File: config.mk
export PLATFORM = sky130hd
export DESIGN_NAME = mem_port_arbiter_flat
export DESIGN_NICKNAME = d
export VERILOG_FILES = /design/src/rtl/mem_arb_pkg.sv /design/src/rtl/mem_port_arbiter_if.sv /design/src/rtl/mem_arb_select.sv /design/src/rtl/mem_port_arbiter.sv /design/src/flat_wrapper.sv
export SDC_FILE = /design/constraint.sdc
export NUM_CORES = 1
export LEC_CHECK = 0
export ABC_AREA = 1
export CAP_MARGIN = 0
export CORE_MARGIN = 2
export CORE_UTILIZATION = 33
export CTS_CLUSTER_DIAMETER = 50
export CTS_CLUSTER_SIZE = 10
export DETAILED_ROUTE_END_ITERATION = 8
export PLACE_DENSITY = 0.79
export SETUP_SLACK_MARGIN = 0.3
export SLEW_MARGIN = 20
export SYNTH_ARGS = -nofsm -noshare
export SYNTH_HDL_FRONTEND = slang
export SYNTH_SLANG_ARGS = --single-unit
File: constraint.sdc
create_clock -name clk -period 1.7 [get_ports clk]
set_input_delay 0.17 -clock clk [delete_from_list [all_inputs] [get_ports clk]]
set_output_delay 0.17 -clock clk [all_outputs]
set_load 0.005 [all_outputs]
File: src/rtl/mem_arb_pkg.sv
// Shared types and constants for the two-requester memory port arbiter.
// Build option: MEM_ARB_ROUND_ROBIN_EN selects round-robin tie-breaking.
package mem_arb_pkg;

  localparam int unsigned MEM_ARB_ADDR_W = 32;
  localparam int unsigned MEM_ARB_DATA_W = 32;
  localparam int unsigned MEM_ARB_BE_W   = MEM_ARB_DATA_W / 8;

  localparam logic [MEM_ARB_BE_W-1:0] MEM_ARB_BE_ALL = '1;

  typedef enum logic [1:0] {
    IDLE    = 2'd0,
    GRANT_I = 2'd1,
    GRANT_D = 2'd2
  } arb_state_t;

  typedef enum logic {
    REQ_I = 1'b0,
    REQ_D = 1'b1
  } requester_t;

endpackage

File: src/rtl/mem_port_arbiter_if.sv
// Bundle of the I-side, D-side and downstream memory handshakes.
// master = arbiter view; slave = requesters plus memory around it.
interface mem_port_arbiter_if #(
  parameter int unsigned ADDR_W = 32,
  parameter int unsigned DATA_W = 32
);
  localparam int unsigned BE_W = DATA_W / 8;

  logic              i_read;
  logic [ADDR_W-1:0] i_address;
  logic              i_resp;
  logic [DATA_W-1:0] i_rdata;

  logic              d_read;
  logic              d_write;
  logic [ADDR_W-1:0] d_address;
  logic [DATA_W-1:0] d_wdata;
  logic [BE_W-1:0]   d_byte_enable;
  logic              d_resp;
  logic [DATA_W-1:0] d_rdata;

  logic              mem_read;
  logic              mem_write;
  logic [ADDR_W-1:0] mem_address;
  logic [DATA_W-1:0] mem_wdata;
  logic [BE_W-1:0]   mem_byte_enable;
  logic              mem_resp;
  logic [DATA_W-1:0] mem_rdata;

  modport master (
    input  i_read, i_address,
    output i_resp, i_rdata,
    input  d_read, d_write, d_address, d_wdata, d_byte_enable,
    output d_resp, d_rdata,
    output mem_read, mem_write, mem_address, mem_wdata, mem_byte_enable,
    input  mem_resp, mem_rdata
  );

  modport slave (
    output i_read, i_address,
    input  i_resp, i_rdata,
    output d_read, d_write, d_address, d_wdata, d_byte_enable,
    input  d_resp, d_rdata,
    input  mem_read, mem_write, mem_address, mem_wdata, mem_byte_enable,
    output mem_resp, mem_rdata
  );

endinterface

File: src/rtl/mem_arb_select.sv
// Combinational grant decision between the I and D requesters.
// MEM_ARB_ROUND_ROBIN_EN: ties go to the requester not granted last.
module mem_arb_select
  import mem_arb_pkg::*;
(
  input  logic       i_req,
  input  logic       d_req,
`ifdef MEM_ARB_ROUND_ROBIN_EN
  input  requester_t last_grant,
`endif
  output logic       grant_valid,
  output requester_t grant_id
);

  always_comb begin
    grant_valid = i_req | d_req;
    grant_id    = REQ_D;
    if (i_req && !d_req) begin
      grant_id = REQ_I;
    end
`ifdef MEM_ARB_ROUND_ROBIN_EN
    else if (i_req && d_req && (last_grant == REQ_D)) begin
      grant_id = REQ_I;
    end
`endif
  end

endmodule

File: src/rtl/mem_port_arbiter.sv
// Shares one memory port between instruction fetch (I) and load/store (D).
// Build option: MEM_ARB_ROUND_ROBIN_EN (round-robin ties instead of D priority).
module mem_port_arbiter
  import mem_arb_pkg::*;
#(
  parameter int unsigned ADDR_W = MEM_ARB_ADDR_W,
  parameter int unsigned DATA_W = MEM_ARB_DATA_W
) (
  input logic               clk,
  input logic               rst,
  mem_port_arbiter_if.master bus
);

  localparam int unsigned BE_W = DATA_W / 8;
  localparam logic [BE_W-1:0] BE_ALL = '1;

  arb_state_t        state;
  logic              mem_read_q;
  logic              mem_write_q;
  logic [ADDR_W-1:0] mem_address_q;
  logic [DATA_W-1:0] mem_wdata_q;
  logic [BE_W-1:0]   mem_be_q;

  logic       i_req;
  logic       d_req;
  logic       grant_valid;
  requester_t grant_id;

  // A simultaneous d_read/d_write is treated as a write.
  assign i_req = bus.i_read;
  assign d_req = bus.d_read | bus.d_write;

`ifdef MEM_ARB_ROUND_ROBIN_EN
  requester_t last_grant;
`endif

  mem_arb_select u_select (
    .i_req       (i_req),
    .d_req       (d_req),
`ifdef MEM_ARB_ROUND_ROBIN_EN
    .last_grant  (last_grant),
`endif
    .grant_valid (grant_valid),
    .grant_id    (grant_id)
  );

  // Grant state plus captured downstream request, held for the whole grant.
  always_ff @(posedge clk) begin
    if (!rst) begin
      state         <= IDLE;
      mem_read_q    <= 1'b0;
      mem_write_q   <= 1'b0;
      mem_address_q <= '0;
      mem_wdata_q   <= '0;
      mem_be_q      <= BE_ALL;
`ifdef MEM_ARB_ROUND_ROBIN_EN
      last_grant    <= REQ_D;
`endif
    end else begin
      case (state)
        IDLE: begin
          if (grant_valid) begin
            if (grant_id == REQ_D) begin
              state         <= GRANT_D;
              mem_write_q   <= bus.d_write;
              mem_read_q    <= ~bus.d_write;
              mem_address_q <= bus.d_address;
              mem_wdata_q   <= bus.d_write ? bus.d_wdata : '0;
              mem_be_q      <= bus.d_write ? bus.d_byte_enable : BE_ALL;
            end else begin
              state         <= GRANT_I;
              mem_write_q   <= 1'b0;
              mem_read_q    <= 1'b1;
              mem_address_q <= bus.i_address;
              mem_wdata_q   <= '0;
              mem_be_q      <= BE_ALL;
            end
`ifdef MEM_ARB_ROUND_ROBIN_EN
            last_grant <= grant_id;
`endif
          end
        end
        GRANT_I, GRANT_D: begin
          // Leaving the grant drops the request so it is never re-issued back to back.
          if (bus.mem_resp) begin
            state         <= IDLE;
            mem_read_q    <= 1'b0;
            mem_write_q   <= 1'b0;
            mem_address_q <= '0;
            mem_wdata_q   <= '0;
            mem_be_q      <= BE_ALL;
          end
        end
        default: state <= IDLE;
      endcase
    end
  end

  assign bus.mem_read        = mem_read_q;
  assign bus.mem_write       = mem_write_q;
  assign bus.mem_address     = mem_address_q;
  assign bus.mem_wdata       = mem_wdata_q;
  assign bus.mem_byte_enable = mem_be_q;

  // Completion goes only to the granted side; read data is a plain passthrough.
  assign bus.i_resp  = bus.mem_resp & (state == GRANT_I);
  assign bus.d_resp  = bus.mem_resp & (state == GRANT_D);
  assign bus.i_rdata = bus.mem_rdata;
  assign bus.d_rdata = bus.mem_rdata;

endmodule
File: src/flat_wrapper.sv
// flat-port wrapper written by rule: the top's interface ports become plain ports
module mem_port_arbiter_flat import mem_arb_pkg::*;
#(
  parameter int unsigned ADDR_W = MEM_ARB_ADDR_W,
  parameter int unsigned DATA_W = MEM_ARB_DATA_W
)
  (clk, rst, bus_i_read, bus_i_address, bus_i_resp, bus_i_rdata, bus_d_read, bus_d_write, bus_d_address, bus_d_wdata, bus_d_byte_enable, bus_d_resp, bus_d_rdata, bus_mem_read, bus_mem_write, bus_mem_address, bus_mem_wdata, bus_mem_byte_enable, bus_mem_resp, bus_mem_rdata);
  mem_port_arbiter_if #(.ADDR_W(ADDR_W), .DATA_W(DATA_W)) bus_i ();
  input logic clk;
  input logic rst;
  input wire logic [$bits(bus_i.i_read)-1:0] bus_i_read;
  input wire logic [$bits(bus_i.i_address)-1:0] bus_i_address;
  output wire logic [$bits(bus_i.i_resp)-1:0] bus_i_resp;
  output wire logic [$bits(bus_i.i_rdata)-1:0] bus_i_rdata;
  input wire logic [$bits(bus_i.d_read)-1:0] bus_d_read;
  input wire logic [$bits(bus_i.d_write)-1:0] bus_d_write;
  input wire logic [$bits(bus_i.d_address)-1:0] bus_d_address;
  input wire logic [$bits(bus_i.d_wdata)-1:0] bus_d_wdata;
  input wire logic [$bits(bus_i.d_byte_enable)-1:0] bus_d_byte_enable;
  output wire logic [$bits(bus_i.d_resp)-1:0] bus_d_resp;
  output wire logic [$bits(bus_i.d_rdata)-1:0] bus_d_rdata;
  output wire logic [$bits(bus_i.mem_read)-1:0] bus_mem_read;
  output wire logic [$bits(bus_i.mem_write)-1:0] bus_mem_write;
  output wire logic [$bits(bus_i.mem_address)-1:0] bus_mem_address;
  output wire logic [$bits(bus_i.mem_wdata)-1:0] bus_mem_wdata;
  output wire logic [$bits(bus_i.mem_byte_enable)-1:0] bus_mem_byte_enable;
  input wire logic [$bits(bus_i.mem_resp)-1:0] bus_mem_resp;
  input wire logic [$bits(bus_i.mem_rdata)-1:0] bus_mem_rdata;
  assign bus_i.i_read = bus_i_read;
  assign bus_i.i_address = bus_i_address;
  assign bus_i_resp = bus_i.i_resp;
  assign bus_i_rdata = bus_i.i_rdata;
  assign bus_i.d_read = bus_d_read;
  assign bus_i.d_write = bus_d_write;
  assign bus_i.d_address = bus_d_address;
  assign bus_i.d_wdata = bus_d_wdata;
  assign bus_i.d_byte_enable = bus_d_byte_enable;
  assign bus_d_resp = bus_i.d_resp;
  assign bus_d_rdata = bus_i.d_rdata;
  assign bus_mem_read = bus_i.mem_read;
  assign bus_mem_write = bus_i.mem_write;
  assign bus_mem_address = bus_i.mem_address;
  assign bus_mem_wdata = bus_i.mem_wdata;
  assign bus_mem_byte_enable = bus_i.mem_byte_enable;
  assign bus_i.mem_resp = bus_mem_resp;
  assign bus_i.mem_rdata = bus_mem_rdata;
  mem_port_arbiter #(.ADDR_W(ADDR_W), .DATA_W(DATA_W)) u_core (.clk(clk), .rst(rst), .bus(bus_i));
endmodule
### Word level (Yosys, flattened, before mapping)

Index checks and enable logic that the tools add are counted.

* register bits: 72
* input port bits: 138
* output and inout port bits: 136
* word-level logic and storage cells: 46

* equal/unequal tests: 4
* muxes and demuxes: 24
* bitwise gates (word level): 5
* reduce and logical (&&, ||, !) cells: 7

Operators by type and width (number)
* $mux W32: 6
* $pmux W32 S2: 2
* $mux W4: 4
* $pmux W4 S2: 1
* $mux W2: 3
* $mux W1: 5
* $pmux W1 S2: 2
* $pmux W2 S2: 1
* $reduce_and A3 Y1: 1
* $and A1 B1 Y1: 2
* $eq A2 B1 Y1 const B: 1
* $eq A2 B2 Y1 const B: 1
* $logic_not A2 Y1: 1
* $ne A2 B1 Y1 const B: 1
* $ne A2 B2 Y1 const B: 1
* $or A1 B1 Y1: 2
* $reduce_and A2 Y1: 1
* $reduce_bool A2 Y1: 1
* $reduce_or A2 Y1: 1
* $logic_and A1 B1 Y1: 1
* $logic_not A1 Y1: 1
* $not A1 Y1: 1

### Logic depth before layout (Yosys ltp)

Gate-level depths: netlist (run 1).

* depth after elaboration: 6
* gate-level depth with buffers: 12
* gate-level depth less buffers: 10

### Modules after synthesis

A second synthesis (run 1) with hierarchy kept.

* cell total of the unflattened synthesis: 661
* area total of the unflattened synthesis: 4119.0 um2

By module, submodules not included
* mem_port_arbiter: times used 1, cells each 657, area each 4103.9 um2, sequential area each 1441.4 um2
* mem_arb_select: times used 1, cells each 4, area each 15.0 um2, sequential area each 0.0 um2

### Worst setup path before layout (run 1)

OpenSTA, ideal clock, no wires.

* kind: flip-flop to flip-flop
* start: register u_core.state[0]
* end: register u_core.mem_address_q[19] (netlist: u_core.bus.mem_address[19])
* setup time: 0.128 ns
* arrival time: 1.489 ns
* data required time: 1.572 ns
* path slack: 0.084 ns
* stages on the path, launching flop included: 12
* buffers on the path: 2
* period minus slack after synthesis: 1.616 ns
* path through: dfxtp_1 > inv_1 > ha_1 > inv_1 > nand2_1 > nand3_2 > buf_6 > buf_6 > nand2_1 > inv_2 > nor2_1 > nor2_1

* longest elaborated chain between the ends: 4
* elaborated cells between the ends (all ways): 9
* those cells by class: eq/ne: 4; mux: 1; reduce/logical: 4

RTL lines
* start, declared: line mem_port_arbiter.sv:17 `arb_state_t state;`
* start signal, assigned: line mem_port_arbiter.sv:50 `state <= IDLE;`
* start signal, assigned: line mem_port_arbiter.sv:64 `state <= GRANT_D;`
* start signal, assigned: line mem_port_arbiter.sv:71 `state <= GRANT_I;`
* $eq A2 B2 Y1 or $eq A2 B1 Y1 (tied branches): line mem_port_arbiter.sv:60 `case (state)`
* $reduce_or A2 Y1: line mem_port_arbiter.sv:60
* $ne A2 B2 Y1 (no source line) or $reduce_bool A2 Y1 (tied branches)
* $reduce_and A3 Y1 (no source line)
* end signal, assigned: line mem_port_arbiter.sv:67 `mem_address_q <= bus.d_address;`
* end signal, assigned: line mem_port_arbiter.sv:74 `mem_address_q <= bus.i_address;`
* end, declared: line mem_port_arbiter.sv:20 `logic [ADDR_W-1:0] mem_address_q;`

Several ways; a longest one is shown, not always the timed one.
A chain may end at the register's enable or synchronous reset.

### Worst setup path after layout (run 1)

* start: register u_core.state[0]
* end: register u_core.mem_address_q[31] (netlist: u_core.bus.mem_address[31])

The elaborated chain is that of the path after synthesis.

==> results of run 1 <==
final timing paths:
check        slack [ns]  depth (start not counted)                          to           startpoint
max                0.14                         10  u_core.bus.mem_address[31]      u_core.state[0]
max reg2reg        0.14                         10  u_core.bus.mem_address[31]      u_core.state[0]
min reg2reg        0.46                          2         u_core.bus.mem_read  u_core.bus.mem_read
min                0.34                          0             bus_d_rdata[14]    bus_mem_rdata[14]
logic make-up (layout without fill, tap and decap cells):
| kind of cell | Yosys count | in the layout | synth area share |
|---|---|---|---|
| AND/OR/NAND/NOR | 382 | 382 | 0.373 |
| buffers and inverters | 184 | 304 | 0.231 |
| flip-flops | 72 | 72 | 0.337 |
| AO/OA/AOI/OAI | 40 | 40 | 0.0492 |
| adder cells (fa/ha/maj) | 3 | 3 | 0.00878 |
synthesized netlist by cell type:
library cell	count	area share
a21oi_1	36	0.042
buf_1	1	0.00088
buf_2	14	0.016
buf_4	69	0.12
buf_6	3	0.0079
clkbuf_1	23	0.020
dfxtp_1	72	0.34
ha_1	3	0.0088
inv_1	65	0.057
inv_2	9	0.0079
nand2_1	175	0.15
nand2_2	1	0.0015
nand3_1	32	0.037
nand3_2	1	0.0023
nand4_1	37	0.054
nor2_1	131	0.12
nor2_8	1	0.0047
nor3_1	4	0.0047
o211ai_1	4	0.0070
cell type report:
cell class                      count  area share
Inverter                           74      0.0430
Clock buffer                       10      0.0348
Timing Repair Buffer              215       0.344
Tap cell                          172      0.0327
Sequential cell                    72       0.220
Multi-Input combinational cell    425       0.313
Clock inverter                      5      0.0124
state kept, by name (all words and copies together), names as in the netlist:
| register | count |
|---|---|
| u_core.bus.mem_byte_enable | 4 |
| u_core.state | 2 |
| u_core.bus.mem_write | 1 |
| u_core.bus.mem_address | 32 |
| u_core.bus.mem_wdata | 32 |
| u_core.bus.mem_read | 1 |
what timing repair did:
item,in CTS,in global routing
pin swaps,31,9
gates cloned,2,2
gates resized for setup,43,37
hold endpoints to repair,0,0
endpoints found under the setup margin,72,89
buffers inserted,9,2
report_power, final:
part / switching, mW / leakage, nW / total, mW / internal, mW
Clock: 0.711 / 0.149 / 1.99 / 1.28
Sequential: 0.0883 / 0.591 / 1.94 / 1.85
Combinational: 0.953 / 2.48 / 1.97 / 1.02
layer usage:
metal / vias to the layer above / wire (um) / track usage
li1: 2263 / - / -
met1: 2017 / 5590 / 0.215
met2: 162 / 6110 / 0.297
met3: 46 / 917 / 0.0649
met4: 0 / 447 / 0.0828
met5: - / 0 / 0
per-stage QoR:
stage           util  area [sq um]
6_report       0.522          6580
2_1_floorplan      -          4330
5_1_grt        0.522          6580
3_3_place_gp   0.465          5870
4_1_cts        0.511          6440
3_5_place_dp   0.465          5870
critical path, delay by kind of cell (launching register included):
family,cells,cell delay [ns]
adder cells (fa/ha/maj),1,0.30
buffers and inverters,4,0.42
AND/OR/NAND/NOR,5,0.38
flip-flops,1,0.33
==> out/qor.yml, run 1 <==
total_area_of_sequential_cells_sq_mm: 0.00145
grt.total_usage: 0.182
cts.sinks: 72
total_leakage_power_nw: 3.22
preCtsSetupSlack_ns: 0.00464
setup_viol: 0
seq_area_frac_synth: 0.337
postCtsHoldBufs: 0
setup_repair_after_global_routing_missed_its_margin: "true"
multiInputGateArea_sq_mm: 0.00206
max_cap_viol_count: 0
detail_route.first_pass.iterations: 4
cp_data_required_time_ns: 1.91
nNetsFinal: 938
leading_cell_types_in_the_layout_fill_and_taps_excluded: "163 x nand2_1, 162 x clkdlybuf4s50_1, 104 x nor2_1, 68 x dfxtp_1, 61 x inv_1"
crit_fanout: 8
timing.hold.ws_ns: 0.340
tritoncts: "built"
fp.coreArea_sq_mm: 0.0126
arrival_ns: 1.77
status: "complete, no violations"
die-area_sq_mm: 0.0139
grt_antenna_before_repair: 0
yosysUniqueCellTypes: 19
clock-root-buffer: "clkbuf_16"
layout_worst_path_cycle_share: 0.919
grt_start_max_net_pins: 43
maxClockFrequency_mhz: 640
drt_wl_total_um: 13100
critPathLaunchType: "flop"
antenna_violating_nets_post_route: 0
critical_path.max_stage_delay_ns: 0.33
worstSkewPairLatency_ns: 0.33
irDropWorstVdd_uv: 403
vias: 4488
timing.slew.headroom: 0.783
syn_inst: 681
ios: 274
detail_route.iter0.violations: 306
buffer_ports.inserted: 177
post_synth_instance_area_sq_mm: 0.00428
globalRoute.totalOverflow: 0
drive_above_1_share: 0.145
final_common_cell: "nand2_1"
clk_pin_slew_worst_paths_ns: 0.06
gp_congestion: 0.813
initial_utilization: 0.339
power_mw: 5.91
drcViolationCount: 0
synth-seq-cells: 72
fp.dieW_um: 118
h-tree-depth: 3
final.fill_count: 1230
drv_slew: 0
crit_chain: "inv_2, ha_4, nand2_4, nand4_1, buf_6, buf_6, buf_12, nor2_4, nor2_1, nor2_1"
power-per-cell-area_mw_per_mm2: 897
critPathSlowestCell: "dfxtp_2"
endpoint_kind: "flop"
syn_area_per_cell_sq_um: 6.28
post-route-worst-setup-slack_ns: 0.138
setup_total_negative_slack_ns: 0
number_of_buffers_on_the_longest_clock_path: 2
cts_inserted_buffers: 9
insertedDiodeCount: 0
first_pass_grt_wire_length_um: 20500
period_minus_slack_ns: 1.56
number_of_nets_produced_by_synthesis: 822
drt-wirelength-per-cell_um: 13.4
skew_ns: 0.00667
areaGrowthSynthToFinish_pct: 53.9
worst_pin_slew_ns: 0.325
finish.cell_count_without_fillers: 973
path_class: "flop to flop"
hold_violations: 0
synth_warnings: 0
std_cell_rows: 41
hold_class: "input pin to output pin"
fp.dieH_um: 118
viasPerCell: 4.61
detailedPlacementHpwl_um: 8920
numPlacedInstances: 943
first_global_vias: 4165
No activity file was read; power rests on OpenSTA's default activity.
==> run 2: changes to the inputs <==
SETUP_SLACK_MARGIN = 0.05   (was 0.3)
==> run 2 against run 1 <==
Combinational power is 3% higher. Sequential cell count stayed put. Clock power is 14% lower. Routed wire length is 0.48% lower.
==> out/qor.yml, run 2 (synthesized netlist as in run 1, its figures left out) <==
status: "complete, no violations"
ios: 274
nNetsFinal: 943
globalRoute.totalOverflow: 0
leading_cell_types_in_the_layout_fill_and_taps_excluded: "175 x clkdlybuf4s50_1, 157 x nand2_1, 125 x nor2_1, 70 x dfxtp_1, 56 x inv_1"
detailedPlacementHpwl_um: 8560
h-tree-depth: 3
worstSkewPairLatency_ns: 0.32
worst_pin_slew_ns: 0.403
layout_worst_path_cycle_share: 0.954
clk_pin_slew_worst_paths_ns: 0.06
crit_cells: 10
detail_route.first_pass.iterations: 4
drt_wl_total_um: 13000
endpoint_kind: "flop"
arrival_ns: 1.84
insertedDiodeCount: 0
drv_slew: 0
buffer_ports.inserted: 177
max_cap_viol_count: 0
hold_class: "input pin to output pin"
power_mw: 5.69
cts.sinks: 72
design_area_sq_mm: 0.00648
setup_repair_after_global_routing_missed_its_margin: "true"
total_leakage_power_nw: 3.02
timing.reg2reg.worst_path_depth: 10
clock-root-buffer: "clkbuf_16"
power-per-cell-area_mw_per_mm2: 878
grt.total_usage: 0.165
preCtsSetupSlack_ns: -0.00202
grt_antenna_before_repair: 0
worst-r2r-setup-slack_ns: 0.08
postCtsHoldBufs: 0
crit_fanout: 5
cts_inserted_buffers: 9
drt-wirelength-per-cell_um: 13.3
first_pass_grt_wire_length_um: 19000
drcViolationCount: 0
die-area_sq_mm: 0.0139
detail_route.iter0.violations: 271
path_class: "flop to flop"
setup_viol: 0
critPathSlowestCell: "dfxtp_2"
hold_violations: 0
regToRegStartpoint: "u_core.state[0]"
timing.slew.headroom: 0.731
critical_path.max_stage_delay_ns: 0.36
crit_path_start: "u_core.state[0]"
crit_buf_inv: 5
first_global_vias: 3977
cp_data_required_time_ns: 1.91
crit_chain: "inv_2, ha_4, inv_4, nand2_4, nand3_4, buf_8, buf_6, clkbuf_16, nand2_2, a21oi_2"
skew_ns: 0.00405
grt_start_max_net_pins: 40
post-route-worst-setup-slack_ns: 0.0777
std_cell_rows: 41
fp.dieW_um: 118
hold_depth: 0
gp_congestion: 0.771
tritoncts: "built"
fp.dieH_um: 118
final_common_cell: "clkdlybuf4s50_1"
reg2reg_capture_point: "u_core.bus.mem_wdata[10]"
period_minus_slack_ns: 1.62
initial_utilization: 0.339
critPathLaunchType: "flop"
crit_family: "buffers and inverters"
vias: 4394
fp.coreArea_sq_mm: 0.0126
viasPerCell: 4.49
number_of_buffers_on_the_longest_clock_path: 2
areaGrowthSynthToFinish_pct: 51.5
drive_above_1_share: 0.131
place_area_sq_mm: 0.00578
irDropWorstVdd_uv: 424
critical_path.endpoint: "u_core.bus.mem_wdata[10]"
maxClockFrequency_mhz: 616
antenna_violating_nets_post_route: 0
## run 2: cell types whose count changed in the layout (fill, tap and decap cells not counted), moves of 4 or more
cell / previous run / this run
nor2_1: 104 / 125
nor2_4: 17 / 0
clkdlybuf4s50_1: 162 / 175
dlymetal6s2s_1: 13 / 0
inv_2: 11 / 17
nand2_1: 163 / 157
nand2_2: 10 / 16
clkbuf_16: 10 / 15
inv_1: 61 / 56
nor2_2: 10 / 6
## run 2: worst min path at each step
stage                                          to         startpoint  slack (ns)
floorplan           u_core.bus.mem_byte_enable[0]                rst        0.27
global placement                  bus_d_rdata[28]  bus_mem_rdata[28]        0.34
detailed placement                bus_d_rdata[28]  bus_mem_rdata[28]        0.34
CTS                               bus_d_rdata[28]  bus_mem_rdata[28]        0.34
global route                      bus_i_rdata[30]  bus_mem_rdata[30]        0.34
finish                            bus_d_rdata[19]  bus_mem_rdata[19]        0.34
## run 2: power by group
group          switching (mW)  internal (mW)
Sequential             0.0933           1.85
Clock                   0.693           1.02
Combinational           0.924           1.10
Total                    1.71           3.98
## run 2: layout make-up
cell class | count | area, sq um
Multi-Input combinational cell | 425 | 1950
Fill cell | 1282 | 6140
Clock inverter | 3 | 17.5
Timing Repair Buffer | 220 | 2320
Tap cell | 172 | 215
Sequential cell | 72 | 1440
Clock buffer | 13 | 250
Inverter | 74 | 280
## run 2: repair_timing
item                                    in CTS  in global routing
setup buffers                                0                 11
endpoints found under the setup margin      43                 71
cloned                                       0                 11
endpoints found under the hold margin        0                  0
pin swaps                                    0                 21
gates resized for setup                      5                 54
## run 2: worst reg2reg max path, stage by stage, from the launching register on
cell and delay, ns:
dfxtp_2 0.36, inv_2 0.06, ha_4 0.30, inv_4 0.04, nand2_4 0.07, nand3_4 0.13
buf_8 0.18, buf_6 0.12, clkbuf_16 0.15, nand2_2 0.06, a21oi_2 0.05
## run 2: metal layers
layer / share of wire / vias up / global-route usage / routed length (um)
li1: - / 2268 / - / -
met5: 0 / - / 0 / 0
met1: 0.43 / 1914 / 0.191 / 5530
met3: 0.077 / 35 / 0.0494 / 995
met2: 0.47 / 177 / 0.282 / 6150
met4: 0.025 / 0 / 0.0745 / 329
## run 2: through the flow
stage | std cells | hold slack [ns] | util | setup TNS [ns]
floorplan | 681 | 0.269 | - | 0
global placement | 941 | 0.340 | 0.458 | 0
detailed placement | 941 | 0.340 | 0.458 | -0.00202
CTS | 957 | 0.340 | 0.480 | 0
global route | 979 | 0.340 | 0.513 | 0
finish | 979 | 0.340 | 0.513 | 0
==> run 3: changes to the inputs <==
CORE_MARGIN = 4   (was 2)
REMOVE_ABC_BUFFERS = 1   (was default)
==> run 3 against run 2 <==
First-iteration DRC count up 8.1%. Worst hold slack about the same. Sequential cell count unchanged. Count of clock-buffer cells in the layout down 2. Routed wire length up 19%. Critical path depth unchanged. Setup slack better by 0.053 ns. Global-route usage up 3.3 points. Combinational power down 8%. Critical endpoint is now u_core.bus.mem_address[9].
==> out/qor.yml, run 3 (synthesized netlist as in run 1, its figures left out) <==
layout_worst_path_cycle_share: 0.923
crit_path_frequent_cell: "nor2_1"
viasPerCell: 4.60
globalRoute.totalOverflow: 0
hold_violations: 0
total_leakage_power_nw: 2.98
met1_usage: 0.239
cp_data_required_time_ns: 1.92
endpoint_kind: "flop"
setup_repair_after_global_routing_missed_its_margin: "false"
worst-r2r-setup-slack_ns: 0.13
cts.sinks: 72
buffer_ports.inserted: 177
initial_utilization: 0.337
drive_above_1_share: 0.0948
critical_path.max_stage_delay_ns: 0.34
worst_hold_startpoint: "bus_mem_rdata[10]"
worstSkewPairLatency_ns: 0.33
timing.slew.headroom: 0.744
fp.coreArea_sq_mm: 0.0127
arrival_ns: 1.79
internal-power_mw: 4.02
path_class: "flop to flop"
drt_wl_total_um: 15400
max_cap_viol_count: 0
fp.dieH_um: 122
grt_start_max_net_pins: 69
die-area_sq_mm: 0.0148
drcViolationCount: 0
detail_route.iter0.violations: 293
std_cell_rows: 41
power.share.clock: 0.335
status: "complete, no violations"
crit_fanout: 9
numPlacedInstances: 947
detail_route.first_pass.iterations: 4
hold_end: "bus_d_rdata[10]"
number_of_buffers_on_the_longest_clock_path: 2
hold_class: "input pin to output pin"
switching_share: 0.293
drt-wirelength-per-cell_um: 15.8
fp.dieW_um: 122
first_global_vias: 4004
leading_cell_types_in_the_layout_fill_and_taps_excluded: "175 x clkdlybuf4s50_1, 173 x nand2_1, 129 x nor2_1, 70 x dfxtp_1, 61 x inv_1"
power-per-cell-area_mw_per_mm2: 897
final.fill_count: 1289
cts_inserted_buffers: 9
worst_pin_slew_ns: 0.383
reg2reg_capture_point: "u_core.bus.mem_address[9]"
skew_ns: 0.00369
regToRegStartpoint: "u_core.state[0]"
crit_chain: "inv_2, ha_4, nand2_2, nand3_4, buf_12, buf_4, nand2_1, inv_1, nor2_1, nor2_1"
critPathSlowestCell: "dfxtp_2"
ios: 274
global_route.usage.met2: 0.274
grt.total_usage: 0.198
irDropWorstVdd_uv: 419
first_pass_grt_wire_length_um: 22300
setup_viol: 0
maxClockFrequency_mhz: 637
crit_family: "simple AND/OR/NAND/NOR gates"
drv_slew: 0
critPathLaunchType: "flop"
period_minus_slack_ns: 1.57
power_mw: 5.69
pwr-share-comb: 0.326
crit_cells: 10
hold_depth: 0
multiInputGateArea_sq_mm: 0.00188
power.switching_mw: 1.66
h-tree-depth: 3
tritoncts: "built"
setup_total_negative_slack_ns: 0
gp_congestion: 0.769
antenna_violating_nets_post_route: 0
final_common_cell: "clkdlybuf4s50_1"
crit_buf_inv: 4
total_area_of_sequential_cells_sq_mm: 0.00144
gr-usage-met3: 0.135
nNetsFinal: 938
detailedPlacementHpwl_um: 10900
clk_pin_slew_worst_paths_ns: 0.06
busiest_layer: "met2"
insertedDiodeCount: 0
areaGrowthSynthToFinish_pct: 48.3
grt_antenna_before_repair: 0
timing.reg2reg.worst_path_depth: 10
clock-root-buffer: "clkbuf_16"
finish.cell_count_without_fillers: 974
vias: 4485
pwr-share-seq: 0.340
==> run 3: changes by cell type in the layout (fill, tap and decap cells not counted), moves of 5 or more <==
cell / before / now
nand2_1: 157 / 173
nand2_2: 16 / 2
inv_1: 56 / 61
inv_2: 17 / 12
==> run 3: worst max path at each step <==
stage / startpoint / to / slack, ns
6_report: u_core.state[0] / u_core.bus.mem_address[9] / 0.13
4_1_cts: u_core.state[0] / u_core.bus.mem_wdata[24] / 0.05
3_5_place_dp: bus_d_write / u_core.bus.mem_address[17] / -0.08
3_3_place_gp: bus_i_read / u_core.bus.mem_address[12] / -0.06
2_1_floorplan: u_core.state[0] / u_core.bus.mem_address[19] / -1.79
5_1_grt: u_core.state[0] / u_core.bus.mem_address[5] / 0.05
==> run 3: power by group through the flow <==
stage | registers [mW] | clock network (mW) | logic [mW]
after global placement | 1.96 | 0 | 1.65
final | 1.93 | 1.90 | 1.85
after global routing | 1.95 | 2.05 | 2.03
after detailed placement | 1.97 | 0 | 1.67
after floorplan | 1.98 | 0 | 0.652
after CTS | 1.93 | 1.97 | 1.68
==> run 3: area by class of cell <==
class                   instances  share of cell area
well taps                     172              0.0339
inverters                      74              0.0442
clock buffers                  11              0.0383
flip-flops and latches         72               0.228
multi-input cells             425               0.296
clock inverters                 5             0.00888
repair buffers                215               0.351
==> run 3: routing by layer <==
metal,vias to the layer above,part of all wire
li1,2257,-
met1,1961,0.43
met2,241,0.40
met3,24,0.15
met4,2,0.020
met5,-,0.0038
==> run 3: what timing repair did <==
item,4_1_cts,5_1_grt
gates cloned,0,3
resized for setup,5,16
hold buffers,0,0
setup endpoints to repair,58,69
setup buffers,0,8
pin swaps,0,7
==> run 3: stage by stage <==
stage | hold slack (ns) | utilization | instance area, sq um | setup slack [ns]
after CTS | 0.340 | 0.486 | 6160 | 0.0491
after global routing | 0.340 | 0.500 | 6340 | 0.0454
after floorplan | 0.269 | - | 3560 | -1.79
after detailed placement | 0.340 | 0.463 | 5860 | -0.0787
final | 0.340 | 0.500 | 6340 | 0.130
after global placement | 0.340 | 0.463 | 5860 | -0.0615
